<file path="src/rtl/uart_tx_drain.sv">
`default_nettype none
// ============================================================================
// Module      : uart_tx_drain
// Description : Fetches bytes from an upstream ring buffer and transmits them
//               as 8N1 UART frames, back to back while enabled.
// Revision    : 1.0 - initial release
// ============================================================================
module uart_tx_drain #(
    parameter int CLK_PER_BIT = 868
) (
    input  logic       clk,
    input  logic       rstn,
    input  logic       en,
    output logic       buf_order,
    input  logic [7:0] buf_data,
    input  logic       buf_done,
    output logic       txd,
    output logic       busy,
    output logic       tx_done
);

    localparam int                 c_CNT_W   = (CLK_PER_BIT > 1) ? $clog2(CLK_PER_BIT) : 1;
    localparam logic [c_CNT_W-1:0] c_CNT_MAX = c_CNT_W'(CLK_PER_BIT - 1);
    localparam logic [c_CNT_W-1:0] c_CNT_ONE = c_CNT_W'(1);

    localparam logic [2:0] c_S_IDLE  = 3'd0;
    localparam logic [2:0] c_S_REQ   = 3'd1;
    localparam logic [2:0] c_S_WAIT  = 3'd2;
    localparam logic [2:0] c_S_START = 3'd3;
    localparam logic [2:0] c_S_DATA  = 3'd4;
    localparam logic [2:0] c_S_STOP  = 3'd5;

    logic [2:0]         r_state;
    logic [2:0]         w_state_nxt;
    logic [c_CNT_W-1:0] r_cnt;
    logic [c_CNT_W-1:0] w_cnt_nxt;
    logic [2:0]         r_bit_idx;
    logic [2:0]         w_bit_idx_nxt;
    logic [7:0]         r_shreg;
    logic [7:0]         w_shreg_nxt;
    logic               r_buf_order;
    logic               r_txd;
    logic               r_busy;
    logic               r_tx_done;
    logic               w_txd_nxt;
    logic               w_bit_end;

    assign w_bit_end = (r_cnt == c_CNT_MAX);

    always_comb begin
        w_state_nxt   = r_state;
        w_cnt_nxt     = r_cnt;
        w_bit_idx_nxt = r_bit_idx;
        w_shreg_nxt   = r_shreg;
        case (r_state)
            c_S_IDLE: begin
                if (en) w_state_nxt = c_S_REQ;
            end
            c_S_REQ: begin
                w_state_nxt = c_S_WAIT;
            end
            c_S_WAIT: begin
                // No acknowledge means the buffer is empty; fall back and retry.
                if (buf_done) begin
                    w_shreg_nxt = buf_data;
                    w_cnt_nxt   = '0;
                    w_state_nxt = c_S_START;
                end else begin
                    w_state_nxt = c_S_IDLE;
                end
            end
            c_S_START: begin
                if (w_bit_end) begin
                    w_cnt_nxt     = '0;
                    w_bit_idx_nxt = 3'd0;
                    w_state_nxt   = c_S_DATA;
                end else begin
                    w_cnt_nxt = r_cnt + c_CNT_ONE;
                end
            end
            c_S_DATA: begin
                if (w_bit_end) begin
                    w_cnt_nxt   = '0;
                    w_shreg_nxt = {1'b0, r_shreg[7:1]};
                    if (r_bit_idx == 3'd7) begin
                        w_bit_idx_nxt = 3'd0;
                        w_state_nxt   = c_S_STOP;
                    end else begin
                        w_bit_idx_nxt = r_bit_idx + 3'd1;
                    end
                end else begin
                    w_cnt_nxt = r_cnt + c_CNT_ONE;
                end
            end
            c_S_STOP: begin
                if (w_bit_end) begin
                    w_cnt_nxt   = '0;
                    w_state_nxt = en ? c_S_REQ : c_S_IDLE;
                end else begin
                    w_cnt_nxt = r_cnt + c_CNT_ONE;
                end
            end
            default: begin
                w_state_nxt = c_S_IDLE;
                w_cnt_nxt   = '0;
            end
        endcase
    end

    // Line level is decided from the upcoming state so txd is a clean flop output.
    always_comb begin
        w_txd_nxt = 1'b1;
        case (w_state_nxt)
            c_S_START: w_txd_nxt = 1'b0;
            c_S_DATA:  w_txd_nxt = w_shreg_nxt[0];
            default:   w_txd_nxt = 1'b1;
        endcase
    end

    always_ff @(posedge clk) begin
        if (!rstn) begin
            r_state     <= c_S_IDLE;
            r_cnt       <= '0;
            r_bit_idx   <= 3'd0;
            r_shreg     <= 8'h00;
            r_buf_order <= 1'b0;
            r_txd       <= 1'b1;
            r_busy      <= 1'b0;
            r_tx_done   <= 1'b0;
        end else begin
            r_state     <= w_state_nxt;
            r_cnt       <= w_cnt_nxt;
            r_bit_idx   <= w_bit_idx_nxt;
            r_shreg     <= w_shreg_nxt;
            r_buf_order <= (w_state_nxt == c_S_REQ);
            r_txd       <= w_txd_nxt;
            r_busy      <= (w_state_nxt != c_S_IDLE);
            r_tx_done   <= (w_state_nxt == c_S_STOP) && (w_cnt_nxt == c_CNT_MAX);
        end
    end

    assign buf_order = r_buf_order;
    assign txd       = r_txd;
    assign busy      = r_busy;
    assign tx_done   = r_tx_done;

endmodule
`default_nettype wire

</file>
<file path="config.mk">
export PLATFORM = sky130hd
export DESIGN_NAME = uart_tx_drain
export DESIGN_NICKNAME = d
export VERILOG_FILES = /design/src/rtl/uart_tx_drain.sv
export SDC_FILE = /design/constraint.sdc
export NUM_CORES = 1
export LEC_CHECK = 0
export ABC_AREA = 1
export BUFFER_PORTS_ARGS = -buffer_cell sky130_fd_sc_hd__buf_2
export CAP_MARGIN = 20
export CORE_UTILIZATION = 43
export CTS_BUF_LIST = sky130_fd_sc_hd__clkbuf_16
export DETAILED_ROUTE_END_ITERATION = 8
export GPL_ROUTABILITY_DRIVEN = 0
export PLACE_DENSITY_LB_ADDON = 0.08
export SETUP_SLACK_MARGIN = 0.2
export SYNTH_ARGS = -nofsm -noshare
export SYNTH_HDL_FRONTEND = slang
export SYNTH_SLANG_ARGS = --single-unit
</file>
<file path="constraint.sdc">
create_clock -name clk -period 4.05 [get_ports clk]
set_input_delay 0.6075 -clock clk [delete_from_list [all_inputs] [get_ports clk]]
set_output_delay 0.6075 -clock clk [all_outputs]
set_load 0.02 [all_outputs]
</file>
==> run summary, run 1 <==
critical path endpoint category: flop
Critical Path Source Type: flop
global-route wire length before repair: 5810 um
final critical-path setup slack: 2250 ps
via count of the first global-routing pass: 1349
number of distinct standard cells referenced by the synthesized netlist: 29
worst vdd ir: 0.000186 V
syn_nets: 251
Max Root-Sink Buffers: 2
result of the run: finished, final reports clean
min cycle time layout: 1800 ps
Clk Latency, worst-skew pair: 260 ps
DRC: 0
number of diodes added for antenna fixing: 0
Total Nets Final: 267
Worst Setup Slack post-DPL: 2250 ps
gr usage total: 18.2%
worst-margin pin slew: 688 ps
highest net fanout along the worst path: 11
clock-pin slew on the worst setup and hold paths: 60 ps
Max Slew Vio Count: 0
worst setup path class: reg2reg
total overflow reported by the global router: 0
Crit path arrival time: 2010 ps
mean number of vias per cell: 4.80
upper clock frequency limit: 0.555 GHz
CP Cell Sequence: ha_1 -> nand2_2 -> nor2_4 -> nand3_4 -> nor2_4 -> nand2_1 -> nand2_1 -> nor2_1 -> nand3b_1 -> nand2_1 -> inv_1
full die area: 4020 um2
library cell contributing the largest single delay on the critical path: sky130_fd_sc_hd__dfxtp_1
number of ports placed on the die boundary: 16
fraction of layout instances using a drive strength above 1: 19.2%
final hold violation count: 0
total number of placement rows: 21
drt pass-1 iters: 5
slowest cell delay on critical path: 430 ps
setup TNS after final layout: 0 ps
antenna violations before repair: 0
share of the clock period used by the worst path: 44.5%
RSZ-0062 raised after global routing: no
Root Buffer: sky130_fd_sc_hd__clkbuf_16
core area: 3470 um2
number of levels in the clock H-tree: 1
CTS tree: built
overall power of the completed layout: 0.559 mW
effective utilization at floorplan: 46.7%
Max-slew headroom: 54.1%
instance area after placement: 1720 um2
number of buffers inserted by post-CTS setup repair: 0
antenna violation net count after detailed routing: 0
proportion of synthesized chip area in sequential cells: 34.6%
# clock sinks: 28
#FFs+latches synth: 28
area grow syn2layout: 11.0%
final setup fails: 0
drt wl/cell: 11.0 um
cell area after technology mapping: 1620 um2
number of buffers inserted for hold repair after clock tree synthesis: 0
post_cts resized: 0
Hold Path Class: reg2reg
post-route cell area: 1800 um2
HPWL after detailed placement: 2510 um
Max Cap Violations: 0
reported leakage power: 0.789 nW
Ys Warns: 0
fin util: 51.8%
total detailed-routing wirelength: 3270 um
port buffer count: 15
total power per unit cell area: 311 nW/um2
number of buffers created by CTS: 3
starting DRC count in detailed routing: 58
Mapped Cells: 236
pin count of the biggest net entering global routing: 22
via count: 1421
clock skew after layout: 5.29 ps
syn avg cell area: 6.87 um2
die span in y: 63.4 um
fill cell total of the finished layout: 360
Die X: 63.4 um
CP dominant cell by count: sky130_fd_sc_hd__nand2_1
Crit path required time: 4260 ps
## cells in the mapped netlist (all sizes together)
library cell	instances	area, um2
a21boi	1	7.51
a21oi	14	96.3
a31oi	7	43.8
buf	2	22.5
clkbuf	2	7.51
clkinv	2	12.5
dfxtp	28	561
ha	3	37.5
inv	29	109
nand2	82	330
nand3	20	128
nand3b	1	7.51
nand4	6	37.5
nor2	28	150
nor3	1	5.00
o211ai	2	15.0
o21ai	5	25.0
o21bai	1	7.51
xor2	2	17.5
## placed cells by master, fill, tap and decap left out, types with 2 or more instances in the layout
master / n
sky130_fd_sc_hd__nor2_4: 5
sky130_fd_sc_hd__nand2_1: 73
sky130_fd_sc_hd__xor2_1: 2
sky130_fd_sc_hd__a21oi_4: 2
sky130_fd_sc_hd__buf_2: 15
sky130_fd_sc_hd__a21oi_1: 11
sky130_fd_sc_hd__inv_2: 5
sky130_fd_sc_hd__inv_1: 24
sky130_fd_sc_hd__dfxtp_1: 28
sky130_fd_sc_hd__o21ai_0: 4
sky130_fd_sc_hd__o211ai_1: 2
sky130_fd_sc_hd__nand3_2: 3
sky130_fd_sc_hd__nor2_2: 3
sky130_fd_sc_hd__ha_1: 3
sky130_fd_sc_hd__nand4_1: 6
sky130_fd_sc_hd__a31oi_1: 7
sky130_fd_sc_hd__clkbuf_16: 3
sky130_fd_sc_hd__nor2_1: 20
sky130_fd_sc_hd__nand3_1: 16
sky130_fd_sc_hd__nand2_2: 9
## final timing paths
check | to | startpoint | slack (ps) | cells after the start
setup / recovery | txd$_SDFF_PN1_ | r_cnt[0]$_SDFF_PN0_ | 2250 | 11
hold / removal | r_bit_idx[0]$_SDFFE_PN0P_ | r_bit_idx[0]$_SDFFE_PN0P_ | 460 | 1
setup reg to reg | txd$_SDFF_PN1_ | r_cnt[0]$_SDFF_PN0_ | 2250 | 11
hold reg to reg | r_bit_idx[0]$_SDFFE_PN0P_ | r_bit_idx[0]$_SDFFE_PN0P_ | 460 | 1
## final cells by class
cell class / instances / area (um2) / share of cell area [%]
Inverter: 31 / 121 / 6.75
Multi-Input combinational cell: 173 / 908 / 50.5
Sequential cell: 28 / 561 / 31.2
Clock buffer: 3 / 75.1 / 4.18
Tap cell: 46 / 57.6 / 3.20
Timing Repair Buffer: 15 / 75.1 / 4.18
## report_power, final
part           internal (mW)  switching (mW)
clock network          0.131          0.0880
logic                 0.0173          0.0353
registers              0.283         0.00385
## flip-flops by register name (all words and copies together), names as in the netlist
| register | cells |
|---|---|
| r_cnt | 10 |
| r_shreg | 8 |
| r_bit_idx | 3 |
| r_state | 3 |
| buf_order | 1 |
| busy | 1 |
| tx_done | 1 |
| txd | 1 |
## cells by family after synthesis
| family | share of synthesized area (%) |
|---|---|
| AOI/OAI and AO/OA | 12.0 |
| DFF | 34.6 |
| xor gates and xnor gates | 1.08 |
| adders and majority gates | 2.32 |
| buffers and inverters | 9.34 |
| and+or+nand+nor | 40.6 |
## per-layer routing
layer | global-route usage, % | routed length (um) | up-vias
met4 | 9.09 | 57 | 0
met2 | 29.4 | 1470 | 17
met5 | 0 | 0 | -
met3 | 2.72 | 79 | 5
met1 | 23.5 | 1660 | 614
li1 | - | - | 785
## worst max-delay path, delay by kind of cell, from the launching register on
family / cells / cell delay [ps]
DFF: 1 / 430
adders and majority gates: 1 / 270
buffers and inverters: 1 / 40
and+or+nand+nor: 9 / 1000
## stage by stage
step | hold slack [ps] | instances
4_1_cts | 460 | 296
2_1_floorplan | 428 | 236
3_5_place_dp | 452 | 293
6_report | 457 | 296
3_3_place_gp | 453 | 293
5_1_grt | 479 | 296
Power figures use the tool's default switching activity.
==> run 2, diff against run 1 <==
- clock period: 4.05 -> 1.7 ns (I/O delays scaled with it)
==> run 2 against run 1 <==
Net effect:
- cell count rose by 5.4%
- fmax rose by 17%
- clock-buffer cell count did not move
- non-clock buffer count rose by 14
- global-route usage rose by 1.5 points
- utilization rose by 6.5 points
==> run summary, run 2 (synthesized netlist as in run 1, its figures left out) <==
effective utilization at floorplan: 46.7%
Crit. Startpoint: r_cnt[1]$_SDFF_PN0_
number of buffers inserted for hold repair after clock tree synthesis: 0
final setup fails: 0
number of levels in the clock H-tree: 1
number of flip-flops in the largest register: 10
most common library cell in the layout ignoring fill and taps: sky130_fd_sc_hd__nand2_1
HPWL after detailed placement: 2680 um
die span in y: 63.4 um
clock-pin slew on the worst setup and hold paths: 70 ps
instance area after placement: 1770 um2
via count: 1538
CP dominant cell by count: sky130_fd_sc_hd__nor2_1
launch instance of the worst register-to-register path: r_cnt[1]$_SDFF_PN0_
port buffer count: 15
drt wl/cell: 11.8 um
# clock sinks: 28
CTS tree: built
slowest cell delay on critical path: 370 ps
met2 capacity usage during global routing: 32.3%
final hold violation count: 0
Critical Path Source Type: flop
Die X: 63.4 um
result of the run: finished, final reports clean
Max Slew Vio Count: 0
setup TNS after final layout: 0 ps
min cycle time layout: 1540 ps
final critical-path setup slack: 157 ps
category of cells accounting for the largest share of critical-path delay: simple AND/OR/NAND/NOR gates
Root Buffer: sky130_fd_sc_hd__clkbuf_16
number of diodes added for antenna fixing: 0
critical path endpoint category: flop
Total Nets Final: 282
total overflow reported by the global router: 0
gr usage total: 19.7%
Max Cap Violations: 0
Max-slew headroom: 81.2%
global-route wire length before repair: 6260 um
total number of placement rows: 21
reported leakage power: 0.870 nW
area taken by multi-input logic gates: 1000 um2
library cell contributing the largest single delay on the critical path: sky130_fd_sc_hd__dfxtp_4
Worst Setup Slack post-DPL: 115 ps
Crit path required time: 1860 ps
register name with the most flops: r_cnt
Clk Latency, worst-skew pair: 260 ps
met1 GRT Util: 25.5%
fraction of layout instances using a drive strength above 1: 30.8%
critical path capture point: tx_done$_SDFF_PN0_
worst-margin pin slew: 281 ps
area grow syn2layout: 24.9%
worst vdd ir: 0.000409 V
core area: 3470 um2
total detailed-routing wirelength: 3670 um
CP Cell Sequence: ha_4 -> nand2_4 -> nor2_4 -> nand3_4 -> buf_6 -> nand2_2 -> nor2_1 -> nor2_1 -> nor2_1 -> nand3_1 -> nor2_1
mean number of vias per cell: 4.93
total buffers and inverters traversed by the critical path: 1
Crit path arrival time: 1700 ps
Hold Path Class: in2reg
reg-to-reg slack, setup: 160 ps
full die area: 4020 um2
largest registers: r_cnt (10), r_shreg (8)
capturing point of the worst reg2reg path: tx_done$_SDFF_PN0_
DRC: 0
highest net fanout along the worst path: 5
worst reg-to-reg path cell count: 11
Max Root-Sink Buffers: 2
RSZ-0062 raised after global routing: yes
area taken by flip-flops and latches: 573 um2
pin count of the biggest net entering global routing: 16
starting DRC count in detailed routing: 84
met3 track demand over resource in global routing: 3.26%
worst setup path class: reg2reg
antenna violations before repair: 0
clock skew after layout: 5.80 ps
number of cells on the critical path: 11
number of buffers created by CTS: 3
share of the clock period used by the worst path: 90.8%
post-route cell area: 2020 um2
Worst Hold Launch: buf_data[7]
grt peak-use layer: met2
antenna violation net count after detailed routing: 0
drt pass-1 iters: 4
total power per unit cell area: 669 nW/um2
number of ports placed on the die boundary: 16
via count of the first global-routing pass: 1451
fill cell total of the finished layout: 363
upper clock frequency limit: 0.648 GHz
commonest cells after routing, fill and taps aside: sky130_fd_sc_hd__nand2_1 (72), sky130_fd_sc_hd__inv_1 (21), sky130_fd_sc_hd__dfxtp_1 (20), sky130_fd_sc_hd__nor2_1 (19), sky130_fd_sc_hd__buf_2 (15)
[run 2: per-layer routing]
layer / part of all wire [%] / wire length, um
met3: 2.5 / 93
met4: 2.2 / 80
met2: 49 / 1790
met5: 0 / 0
met1: 46 / 1710
[run 2: stage by stage]
step                      hold slack (ps)  power, mW  instances  utilization [%]
after CTS                             247       1.36        306             54.6
after global placement                456      0.831        297             51.0
after detailed placement              457      0.830        297             51.0
after global routing                  264       1.43        312             58.4
final                                 250       1.35        312             58.4
after floorplan                       371      0.786        236                -
[run 2: where the power goes]
group | total (mW) | internal (mW) | switching, mW
logic | 0.142 | 0.0502 | 0.0918
clock network | 0.531 | 0.315 | 0.216
registers | 0.681 | 0.673 | 0.00866
[run 2: repair_timing]
| item | CTS | global route |
|---|---|---|
| endpoints found under the setup margin | 13 | 16 |
| gates cloned | 1 | 0 |
| setup buffers | 4 | 6 |
| gates resized for setup | 4 | 24 |
| pin swaps | 5 | 16 |
[run 2: tightest hold or removal path, stage by stage]
cell	delay (ps)
sky130_fd_sc_hd__buf_2	100
sky130_fd_sc_hd__nand2_1	50
sky130_fd_sc_hd__a21oi_1	60
[run 2: worst min-delay path by stage]
stage / endpoint / slack, ps / depth (start not counted)
2_1_floorplan: r_state[1]$_SDFF_PN0_ / 370 / 2
3_3_place_gp: r_shreg[7]$_SDFFE_PN0P_ / 460 / 2
3_5_place_dp: r_bit_idx[0]$_SDFFE_PN0P_ / 460 / 1
4_1_cts: r_shreg[7]$_SDFFE_PN0P_ / 250 / 3
5_1_grt: r_state[1]$_SDFF_PN0_ / 260 / 3
6_report: r_shreg[7]$_SDFFE_PN0P_ / 250 / 3
[run 2: area by class of cell]
type | instances | area share (%)
multi-input combinational | 174 | 49.5
sequential | 28 | 28.3
tap | 46 | 2.84
timing repair buffer | 29 | 9.46
inverter | 31 | 6.00
clock inverter | 1 | 0.185
clock buffer | 3 | 3.71
